==> src/rtl/riscv_defines.sv <==
`default_nettype none
// ============================================================================
// Module      : riscv_defines (package)
// Description : Shared constants and types for the write-back stage and LSU.
//               Holds default word/address widths, load-size encodings and
//               the write-back FSM state type.
// Revision    : 1.0 - initial release
// ============================================================================
package riscv_defines;

  localparam int WORD_WIDTH = 32;
  localparam int ADDR_WIDTH = 5;

  localparam logic [1:0] LSIZE_BYTE = 2'b00;
  localparam logic [1:0] LSIZE_HALF = 2'b01;
  localparam logic [1:0] LSIZE_WORD = 2'b10;

  typedef enum logic [0:0] {
    WB_IDLE      = 1'b0,
    WB_WAIT_LOAD = 1'b1
  } wb_state_e;

endpackage : riscv_defines
`default_nettype wire

==> src/rtl/wb_stage_if.sv <==
`default_nettype none
// ============================================================================
// Module      : wb_stage_if (interface)
// Description : Bundle between execute/memory side and the write-back stage.
//   ex_*       : retiring instruction from execute (result / load info)
//   data_*     : data memory response
//   stall_o    : hold upstream
//   waddr/wdata/write_en : register-bank write port toward decode
//   load_err_o : load timeout pulse
//   Modport slave  : the write-back stage.
//   Modport master : the environment driving the stage.
// Revision    : 1.0 - initial release
// ============================================================================
interface wb_stage_if #(
  parameter int WORD_WIDTH = riscv_defines::WORD_WIDTH,
  parameter int ADDR_WIDTH = riscv_defines::ADDR_WIDTH
) ();

  logic                  ex_valid_i;
  logic [WORD_WIDTH-1:0] ex_result_i;
  logic [ADDR_WIDTH-1:0] ex_rd_i;
  logic                  ex_wen_i;
  logic                  ex_load_i;
  logic [1:0]            ex_lsize_i;
  logic                  ex_lunsigned_i;
  logic                  data_rvalid_i;
  logic [WORD_WIDTH-1:0] data_rdata_i;
  logic                  stall_o;
  logic [ADDR_WIDTH-1:0] waddr_wb_o;
  logic [WORD_WIDTH-1:0] wdata_wb_o;
  logic                  write_en_o;
  logic                  load_err_o;

  modport slave (
    input  ex_valid_i, ex_result_i, ex_rd_i, ex_wen_i, ex_load_i,
           ex_lsize_i, ex_lunsigned_i, data_rvalid_i, data_rdata_i,
    output stall_o, waddr_wb_o, wdata_wb_o, write_en_o, load_err_o
  );

  modport master (
    output ex_valid_i, ex_result_i, ex_rd_i, ex_wen_i, ex_load_i,
           ex_lsize_i, ex_lunsigned_i, data_rvalid_i, data_rdata_i,
    input  stall_o, waddr_wb_o, wdata_wb_o, write_en_o, load_err_o
  );

endinterface : wb_stage_if
`default_nettype wire

==> src/rtl/wb_stage_load_align.sv <==
`default_nettype none
// ============================================================================
// Module      : load_align
// Description : Combinational load data formatter. Selects the addressed
//               byte/half from a word-aligned read word and sign- or
//               zero-extends it. Word loads pass through unchanged.
//   rdata_i    : word-aligned memory read data
//   offset_i   : byte offset within the word
//   size_i     : LSIZE_BYTE / LSIZE_HALF / LSIZE_WORD (2'b11 = word)
//   unsigned_i : 1 = zero-extend, 0 = sign-extend
//   data_o     : formatted, extended result
// Revision    : 1.0 - initial release
// ============================================================================
module load_align
  import riscv_defines::*;
#(
  parameter int WORD_WIDTH = riscv_defines::WORD_WIDTH
) (
  input  logic [WORD_WIDTH-1:0] rdata_i,
  input  logic [1:0]            offset_i,
  input  logic [1:0]            size_i,
  input  logic                  unsigned_i,
  output logic [WORD_WIDTH-1:0] data_o
);

  logic [7:0]  byte_sel;
  logic [15:0] half_sel;

  always_comb begin
    byte_sel = rdata_i[8*offset_i +: 8];
    // Half loads use only the upper offset bit; misaligned halves are not split.
    half_sel = rdata_i[16*offset_i[1] +: 16];
    data_o   = rdata_i;
    case (size_i)
      LSIZE_BYTE: data_o = {{(WORD_WIDTH-8){~unsigned_i & byte_sel[7]}}, byte_sel};
      LSIZE_HALF: data_o = {{(WORD_WIDTH-16){~unsigned_i & half_sel[15]}}, half_sel};
      default:    data_o = rdata_i;
    endcase
  end

endmodule : load_align
`default_nettype wire

==> src/rtl/wb_stage.sv <==
`default_nettype none
// ============================================================================
// Module      : wb_stage
// Description : Write-back stage. Retires ALU results in one cycle, holds the
//               pipeline while a load waits for data memory, formats load
//               data and drives the register-bank write port.
//   clk   : clock, rising edge
//   rst_n : asynchronous active-low reset
//   bus   : wb_stage_if.slave (ex_*, data_*, stall_o, waddr_wb_o,
//           wdata_wb_o, write_en_o, load_err_o)
// Options     : define WB_LOAD_TIMEOUT_EN to abort loads whose response does
//               not arrive within TIMEOUT_CYCLES wait cycles.
// Revision    : 1.0 - initial release
// ============================================================================
module wb_stage
  import riscv_defines::*;
#(
  parameter int WORD_WIDTH     = riscv_defines::WORD_WIDTH,
  parameter int ADDR_WIDTH     = riscv_defines::ADDR_WIDTH,
  parameter int TIMEOUT_CYCLES = 16
) (
  input  logic       clk,
  input  logic       rst_n,
  wb_stage_if.slave  bus
);

  wb_state_e             state_q;

  // Load context captured at acceptance, used while waiting for the response.
  logic [ADDR_WIDTH-1:0] ld_rd_q;
  logic                  ld_wen_q;
  logic [1:0]            ld_size_q;
  logic                  ld_uns_q;
  logic [1:0]            ld_off_q;

  logic [ADDR_WIDTH-1:0] waddr_q;
  logic [WORD_WIDTH-1:0] wdata_q;
  logic                  we_q;

  // Formatter inputs: live ex_* in IDLE (zero-wait load), captured in WAIT_LOAD.
  logic                  in_idle;
  logic [1:0]            al_off;
  logic [1:0]            al_size;
  logic                  al_uns;
  logic [WORD_WIDTH-1:0] al_data;

  assign in_idle = (state_q == WB_IDLE);
  assign al_off  = in_idle ? bus.ex_result_i[1:0] : ld_off_q;
  assign al_size = in_idle ? bus.ex_lsize_i       : ld_size_q;
  assign al_uns  = in_idle ? bus.ex_lunsigned_i   : ld_uns_q;

  load_align #(
    .WORD_WIDTH (WORD_WIDTH)
  ) u_load_align (
    .rdata_i    (bus.data_rdata_i),
    .offset_i   (al_off),
    .size_i     (al_size),
    .unsigned_i (al_uns),
    .data_o     (al_data)
  );

`ifdef WB_LOAD_TIMEOUT_EN
  localparam int CNT_W = $clog2(TIMEOUT_CYCLES + 1);
  logic [CNT_W-1:0] cnt_q;
  logic             err_q;
`endif

  always_ff @(posedge clk or negedge rst_n) begin
    if (!rst_n) begin
      state_q   <= WB_IDLE;
      ld_rd_q   <= '0;
      ld_wen_q  <= 1'b0;
      ld_size_q <= LSIZE_WORD;
      ld_uns_q  <= 1'b0;
      ld_off_q  <= 2'b00;
      waddr_q   <= '0;
      wdata_q   <= '0;
      we_q      <= 1'b0;
`ifdef WB_LOAD_TIMEOUT_EN
      cnt_q     <= '0;
      err_q     <= 1'b0;
`endif
    end else begin
      we_q <= 1'b0;
`ifdef WB_LOAD_TIMEOUT_EN
      err_q <= 1'b0;
`endif
      case (state_q)
        WB_IDLE: begin
          if (bus.ex_valid_i) begin
            if (!bus.ex_load_i) begin
              waddr_q <= bus.ex_rd_i;
              wdata_q <= bus.ex_result_i;
              we_q    <= bus.ex_wen_i && (bus.ex_rd_i != '0);
            end else begin
              ld_rd_q   <= bus.ex_rd_i;
              ld_wen_q  <= bus.ex_wen_i;
              ld_size_q <= bus.ex_lsize_i;
              ld_uns_q  <= bus.ex_lunsigned_i;
              ld_off_q  <= bus.ex_result_i[1:0];
              if (bus.data_rvalid_i) begin
                waddr_q <= bus.ex_rd_i;
                wdata_q <= al_data;
                we_q    <= bus.ex_wen_i && (bus.ex_rd_i != '0);
              end else begin
                state_q <= WB_WAIT_LOAD;
`ifdef WB_LOAD_TIMEOUT_EN
                cnt_q   <= '0;
`endif
              end
            end
          end
        end

        WB_WAIT_LOAD: begin
          // A response arriving in the timeout cycle still completes normally.
          if (bus.data_rvalid_i) begin
            waddr_q <= ld_rd_q;
            wdata_q <= al_data;
            we_q    <= ld_wen_q && (ld_rd_q != '0);
            state_q <= WB_IDLE;
`ifdef WB_LOAD_TIMEOUT_EN
          end else if (cnt_q == CNT_W'(TIMEOUT_CYCLES - 1)) begin
            // This wait cycle is the TIMEOUT_CYCLES-th without a response.
            cnt_q   <= CNT_W'(TIMEOUT_CYCLES);
            err_q   <= 1'b1;
            state_q <= WB_IDLE;
          end else begin
            cnt_q   <= cnt_q + 1'b1;
`endif
          end
        end

        default: state_q <= WB_IDLE;
      endcase
    end
  end

  assign bus.stall_o    = (state_q == WB_WAIT_LOAD);
  assign bus.waddr_wb_o = waddr_q;
  assign bus.wdata_wb_o = wdata_q;
  assign bus.write_en_o = we_q;
`ifdef WB_LOAD_TIMEOUT_EN
  assign bus.load_err_o = err_q;
`else
  assign bus.load_err_o = 1'b0;
`endif

endmodule : wb_stage
`default_nettype wire

==> src/flat_wrapper.sv <==
// flat-port wrapper written by rule: the top's interface ports become plain ports
module wb_stage_flat import riscv_defines::*;
#(
  parameter int WORD_WIDTH     = riscv_defines::WORD_WIDTH,
  parameter int ADDR_WIDTH     = riscv_defines::ADDR_WIDTH,
  parameter int TIMEOUT_CYCLES = 16
)
  (clk, rst_n, bus_ex_valid_i, bus_ex_result_i, bus_ex_rd_i, bus_ex_wen_i, bus_ex_load_i, bus_ex_lsize_i, bus_ex_lunsigned_i, bus_data_rvalid_i, bus_data_rdata_i, bus_stall_o, bus_waddr_wb_o, bus_wdata_wb_o, bus_write_en_o, bus_load_err_o);
  wb_stage_if #(.WORD_WIDTH(WORD_WIDTH), .ADDR_WIDTH(ADDR_WIDTH)) bus_i ();
  input  logic clk;
  input  logic rst_n;
  input wire logic [$bits(bus_i.ex_valid_i)-1:0] bus_ex_valid_i;
  input wire logic [$bits(bus_i.ex_result_i)-1:0] bus_ex_result_i;
  input wire logic [$bits(bus_i.ex_rd_i)-1:0] bus_ex_rd_i;
  input wire logic [$bits(bus_i.ex_wen_i)-1:0] bus_ex_wen_i;
  input wire logic [$bits(bus_i.ex_load_i)-1:0] bus_ex_load_i;
  input wire logic [$bits(bus_i.ex_lsize_i)-1:0] bus_ex_lsize_i;
  input wire logic [$bits(bus_i.ex_lunsigned_i)-1:0] bus_ex_lunsigned_i;
  input wire logic [$bits(bus_i.data_rvalid_i)-1:0] bus_data_rvalid_i;
  input wire logic [$bits(bus_i.data_rdata_i)-1:0] bus_data_rdata_i;
  output wire logic [$bits(bus_i.stall_o)-1:0] bus_stall_o;
  output wire logic [$bits(bus_i.waddr_wb_o)-1:0] bus_waddr_wb_o;
  output wire logic [$bits(bus_i.wdata_wb_o)-1:0] bus_wdata_wb_o;
  output wire logic [$bits(bus_i.write_en_o)-1:0] bus_write_en_o;
  output wire logic [$bits(bus_i.load_err_o)-1:0] bus_load_err_o;
  assign bus_i.ex_valid_i = bus_ex_valid_i;
  assign bus_i.ex_result_i = bus_ex_result_i;
  assign bus_i.ex_rd_i = bus_ex_rd_i;
  assign bus_i.ex_wen_i = bus_ex_wen_i;
  assign bus_i.ex_load_i = bus_ex_load_i;
  assign bus_i.ex_lsize_i = bus_ex_lsize_i;
  assign bus_i.ex_lunsigned_i = bus_ex_lunsigned_i;
  assign bus_i.data_rvalid_i = bus_data_rvalid_i;
  assign bus_i.data_rdata_i = bus_data_rdata_i;
  assign bus_stall_o = bus_i.stall_o;
  assign bus_waddr_wb_o = bus_i.waddr_wb_o;
  assign bus_wdata_wb_o = bus_i.wdata_wb_o;
  assign bus_write_en_o = bus_i.write_en_o;
  assign bus_load_err_o = bus_i.load_err_o;
  wb_stage #(.WORD_WIDTH(WORD_WIDTH), .ADDR_WIDTH(ADDR_WIDTH), .TIMEOUT_CYCLES(TIMEOUT_CYCLES)) u_core (.clk(clk), .rst_n(rst_n), .bus(bus_i));
endmodule
==> config.mk <==
export PLATFORM = sky130hd
export DESIGN_NAME = wb_stage_flat
export DESIGN_NICKNAME = d
export VERILOG_FILES = /design/src/rtl/riscv_defines.sv /design/src/rtl/wb_stage_if.sv /design/src/rtl/wb_stage_load_align.sv /design/src/rtl/wb_stage.sv /design/src/flat_wrapper.sv
export SDC_FILE = /design/constraint.sdc
export NUM_CORES = 1
export LEC_CHECK = 0
export ABC_AREA = 1
export CORE_UTILIZATION = 47
export DETAILED_ROUTE_END_ITERATION = 12
export PLACE_DENSITY_LB_ADDON = 0.05
export SLEW_MARGIN = 25
export SYNTH_ARGS = -nofsm -noshare
export SYNTH_HDL_FRONTEND = slang
export SYNTH_HIERARCHICAL = 1
export SYNTH_SLANG_ARGS = --single-unit
==> constraint.sdc <==
create_clock -name clk -period 2.3 [get_ports clk]
set_input_delay 0.46 -clock clk [delete_from_list [all_inputs] [get_ports clk]]
set_output_delay 0.46 -clock clk [all_outputs]
set_load 0.02 [all_outputs]
# Word-level counts from Yosys, hierarchy flattened
# Cells that the tools add are included.
# totals
inputBits,78
elab_cells,48
ff_bits,50
out_inout_bits,40
# op_classes
n_mux,22
shift,2
eq_ne,4
n_reduce_logical,7
bitwise,4
# ops
cell,n
$pmux W32 S2,2
$mux W32,3
$shiftx A32 B6 Y16,1
$shiftx A32 B6 Y8,1
$mux W5,4
$pmux W5 S2,1
$reduce_bool A5 Y1,2
$mux W1,8
$reduce_and A3 Y1,2
$mux W2,2
$ne A2 B2 Y1 const B,2
$pmux W1 S2,2
$ne A3 B3 Y1 const B,1
$and A1 B1 Y1,2
$eq A2 B1 Y1 const B,1
$logic_and A1 B1 Y1,2
$logic_not A2 Y1,1
$not A1 Y1,2

# Longest topological paths before layout
# logic_depth
word_depth,8
depth_mapped,18
mapped_depth_nobuf,15

# Hierarchy
# The synthesis kept the hierarchy.
# modules_own_cells
mod,cells_each,instances,area_per_inst_um2,seq_area_each_um2
wb_stage,448,1,2852.7,1252.5
load_align,159,1,844.6,0.0

# Least setup slack after synthesis
# No wires, ideal clock.
# synth_timing
path_type,reg-to-reg
start,reg u_core.state_q (netlist: u_core/bus.stall_o)
end,reg u_core.wdata_q[18] (netlist: u_core/bus.wdata_wb_o[18])
setup_ps,113
arrival_ps,1983
period_less_slack_ps,2096
n_path_buf,3
required_time_ps,2187
stages_incl_launch_ff,19
path_slack_ps,204
path_cell_list,dfrtp_1 > clkbuf_1 > nand2_1 > o21ai_0 > buf_6 > inv_4 > nand2_4 > nor2_1 > nand2_1 > nand2_2 > nand2_4 > buf_6 > nand3_2 > inv_1 > nand2_1 > nand2_1 > nand3_1 > nand2_1 > inv_1
# synth_via
elab_cells_between_ends,17
cone_classes,eq/ne: 2; shift: 2; mux: 8; bitwise: 4; reduce/logical: 1
# synth_rtl
element,line,rtl
from (decl),wb_stage.sv:27,wb_state_e state_q;
from (signal assigned),wb_stage.sv:70,state_q <= WB_IDLE;
from (signal assigned),wb_stage.sv:106,state_q <= WB_WAIT_LOAD;
from (signal assigned),wb_stage.sv:121,state_q <= WB_IDLE;
$mux W2 *,wb_stage.sv:49,assign al_size = in_idle ? bus.ex_lsize_i : ld_size_q;
via u_core.al_size[1],wb_stage.sv:43,logic [1:0] al_size;
$eq A2 B1 Y1 / $logic_not A2 Y1 (equally long branches),wb_stage_load_align.sv:34,case (size_i)
$pmux W32 S2 *,wb_stage_load_align.sv:34,
via u_core.al_data[18],wb_stage.sv:45,logic [WORD_WIDTH-1:0] al_data;
$mux W32 *,"wb_stage.sv:101, wb_stage.sv:117",
$mux W32,wb_stage.sv:91,if (!bus.ex_load_i) begin
$mux W32,wb_stage.sv:90,if (bus.ex_valid_i) begin
$pmux W32 S2 *,wb_stage.sv:88,case (state_q)
to (signal assigned),wb_stage.sv:93,wdata_q <= bus.ex_result_i;
to (signal assigned),wb_stage.sv:103,wdata_q <= al_data;
to (signal assigned),wb_stage.sv:119,wdata_q <= al_data;
to (decl),wb_stage.sv:37,logic [WORD_WIDTH-1:0] wdata_q;
# Mark *: on every way through the listed nets, which the timed path passes. The rest lies on a longest branch. The select of a mux whose other input is x is not followed.
# A chain may end at the register's enable or synchronous reset.

# Final worst setup path
# layout_timing
start,reg u_core.state_q (netlist: u_core/bus.stall_o)
end,out bus_stall_o
# layout_rtl
element,line,rtl
to (decl),flat_wrapper.sv:21,output wire logic [$bits(bus_i.stall_o)-1:0] bus_stall_o;
# No word-level cell between the ends.

==> results by group <==
Critical path
  • Critical path data arrival time: 1.74 ns
  • Kind of critical path: reg -> out
  • Number of logic stages on the critical path including buffering: 2
  • Worst Setup Start Kind: flop
  • Critical path required time: around 1.8 ns
  • Stage delay of the slowest cell on the critical path: about 0.63 ns
  • Critical Path Sink: bus_stall_o
  • Combined buffer and inverter count along the critical path: 2
  • Kind of end point of the critical path: primary output
  • Worst R2R Setup Slack: 0.29 ns
  • Critical path's top delay family: buffers and inverters
  • Worst-path cell chain: buf_4 > clkdlybuf4s50_1
  • Reg2reg start: u_core/bus.stall_o
  • Worst R2R Path Depth: 17
  • Worst setup path startpoint: u_core/bus.stall_o
  • Capture point of the worst reg-to-reg path: u_core/bus.wdata_wb_o[18]
  • Max stage delay cell, worst path: clkdlybuf4s50_1
  • Crit-path max FO: 14

Clock tree
  • Number of buffers added for setup after CTS: 0
  • Buffer type at the clock tree root: clkbuf_8
  • Max H-tree Level: 2
  • Max clock buf depth: 2
  • Clock buffer count from CTS: 5
  • Hold buffer count at CTS: 0
  • Clk sink count: 50
  • Worst-path clk slew: 0.10 ns
  • Total of cells resized after clock tree synthesis: 0
  • Worst skew pair latency: a little over 0.3 ns
  • Clock tree from TritonCTS: yes

STA
  • Number of endpoints failing setup at the final stage: 0
  • Final worst clock skew: between 0.006 and 0.007 ns
  • Maximum achievable frequency: about 450 MHz
  • Final worst hold slack: approximately 0.10 ns
  • Fraction of the cycle the final worst path needs: between 90% and 100%
  • Unrepaired setup endpoints after global routing: false
  • Setup Total Neg Slack: 0 ns
  • Max-slew violations: 0
  • Final worst path period need: about 2.2 ns
  • Number of endpoints with negative hold slack in the final report: 0
  • Final worst slack: around 0.096 ns

Yosys
  • Nets in the synthesized netlist: between 600 and 700
  • Flip-flop cell with the highest count after synthesis: dfrtp_1
  • Leading post-synthesis cells by cell area: dfrtp_1 33%, nand2_1 30%, inv_1 11%, nand3_1 6.6%, nand3_2 5.7%
  • Leading cell types by count after synthesis: 295 x nand2_1, 107 x inv_1, 49 x dfrtp_1, 49 x nand3_1, 22 x o21ai_0
  • Post-synth EDFFs: 0
  • Gate count after technology mapping: 607
  • Proportion of register bits with asynchronous set or reset after synthesis: between 90% and 100%
  • Cell type with the largest total area after synthesis: dfrtp_1
  • Cell variety after synth: 22
  • Post-synthesis sequential element count: 50
  • Number of warning messages in the yosys log: 6
  • Post-synthesis instance area: 3700 um^2
  • Library cell with the highest instance count after synthesis: nand2_1
  • Portion of synthesized cell area occupied by the leading cell type: between 30 and 40%
  • Mean post-synth cell area: 6.09 um^2
  • Sequential-to-total area share from yosys stat: ~34%

Cells and area
  • Final net count: around 800
  • Count of non-filler cells in the finished layout: 826
  • Area delta synth->final: 39.4%
  • Antenna Cells: 0
  • Final core occ: a little over two thirds
  • Number of fillers in the final layout: between 600 and 700
  • Cell area after layout: 5150 um^2
  • Share of cells above drive strength 1: 10.2%

Floorplanning
  • Die height: slightly above 90 um
  • Width of the chip: slightly above 90 um
  • Placeable Area: 7410 um^2
  • I/O pin count: between 100 and 150
  • Initial standard-cell utilization of the core: between 40% and 50%
  • Area of the die: about 8200 um^2
  • Row Count: 31

Drt
  • Antenna-violating nets left: 0
  • Mean routed wirelength per cell: approximately 12 um
  • Via count normalized by instance count: between 4 and 5
  • Initial DRC count: ~220
  • Number of vias after detailed routing: between 3000 and 4000
  • Residual DRC: 0
  • Iteration count of the initial detailed-routing pass: 5
  • Aggregate routed wire length: a little over 10 mm

Place
  • Buffers added on ports: 116
  • Placed cell count: a little over 800
  • Worst slack at placement: -0.0832 ns
  • Placed inst area: 5070 um^2
  • HPWL reported at the end of detailed placement: a little under 8 mm
  • Routability congestion estimate from global placement: slightly below 0.9

Power
  • Leakage: slightly below 3 nW
  • Power per unit of standard cell area: around 570 nW/um^2
  • PnR Total Power: around 3 mW
  • Maximum resistive drop on vdd: about 0.29 mV

Run
  • Max-cap violation count: 0

Global routing
  • Maximum number of pins on one net before global-route repair: 34
  • Number of antenna violations at the first check in global routing: 0
  • Wire length of the first global-routing pass: roughly 17 mm
  • All-layer global routing usage: a little over a quarter
  • Grt total ovfl: 0
  • Vias in the first global route: ~3800

Hold path
  • Type of the tightest min-delay check: in -> async

Status
  • Outcome: completed
==> routing by layer <==
metal  global-route usage, %  vias to the layer above  wire length, um
li1                        -                     2023                -
met1                    32.0                     1748             4350
met2                    47.9                      110             5200
met3                    3.20                       15              491
met4                    6.72                        0              161
met5                       0                        -                0
==> where the power goes <==
part           leakage [nW]  total [mW]  internal, mW  switching [mW]
registers             0.593        1.12          1.03          0.0859
logic                  2.35        1.30         0.595           0.707
clock network        0.0362       0.515         0.208           0.307
==> cell type report <==
class | instances | area [um^2] | area share, %
clock buffer | 5 | 68.8 | 1.34
clock inverter | 2 | 15.0 | 0.291
inverter | 112 | 425 | 8.25
multi-input combinational | 414 | 1850 | 35.9
sequential | 50 | 1250 | 24.3
tap | 99 | 124 | 2.40
timing repair buffer | 144 | 1420 | 27.5
==> kinds of logic after synthesis <==
family,count (synthesis),synth area share [%]
DFF,50,33.9
AOI/OAI and AO/OA,27,3.72
buffers and inverters,143,16.2
other,1,0.101
and+or+nand+nor,386,46.1
==> cell usage in the layout, fill, tap and decap left out <==
| master | netlist | layout |
|---|---|---|
| dfstp_2 | 1 | 1 |
| nand2_4 | 2 | 2 |
| clkdlybuf4s50_1 | 0 | 115 |
| nor3_1 | 2 | 2 |
| clkinvlp_4 | 0 | 2 |
| a22oi_1 | 1 | 1 |
| dfrtp_1 | 49 | 49 |
| conb_1 | 1 | 1 |
| nor2_2 | 0 | 1 |
| inv_1 | 107 | 107 |
| nand2_1 | 295 | 295 |
| nand3_2 | 21 | 21 |
| buf_4 | 2 | 24 |
| buf_12 | 0 | 4 |
| inv_4 | 2 | 2 |
| nand2_2 | 5 | 5 |
| a21oi_1 | 3 | 3 |
| buf_2 | 16 | 1 |
| o21ai_1 | 1 | 2 |
| nor2_1 | 10 | 9 |
| inv_2 | 3 | 3 |
| clkbuf_8 | 0 | 5 |
| o21ai_2 | 0 | 1 |
| nor2_8 | 2 | 2 |
| o21ai_0 | 22 | 20 |
| nand3_1 | 49 | 49 |
==> worst min-delay path by stage <==
stage | start | endpoint | slack (ns) | cells after the start
global placement | rst_n | u_core/bus.wdata_wb_o[7] | 0.46 | 1
finish | rst_n | u_core/bus.wdata_wb_o[28] | 0.10 | 1
detailed placement | rst_n | u_core/bus.wdata_wb_o[7] | 0.45 | 1
global route | rst_n | u_core/bus.wdata_wb_o[28] | 0.13 | 1
floorplan | rst_n | u_core/bus.stall_o | 0.16 | 0
CTS | rst_n | u_core/bus.wdata_wb_o[28] | 0.12 | 1
==> state kept, by name, indices dropped and copies added, names as in the netlist <==
| name | flops |
|---|---|
| u_core/bus.waddr_wb_o | 5 |
| u_core/bus.wdata_wb_o | 32 |
| u_core/ld_off_q | 2 |
| u_core/ld_rd_q | 5 |
| u_core/bus.stall_o | 1 |
| u_core/bus.write_en_o | 1 |
| u_core/ld_wen_q | 1 |
| u_core/ld_size_q | 2 |
| u_core/ld_uns_q | 1 |
(Power assumes the default switching activity.)
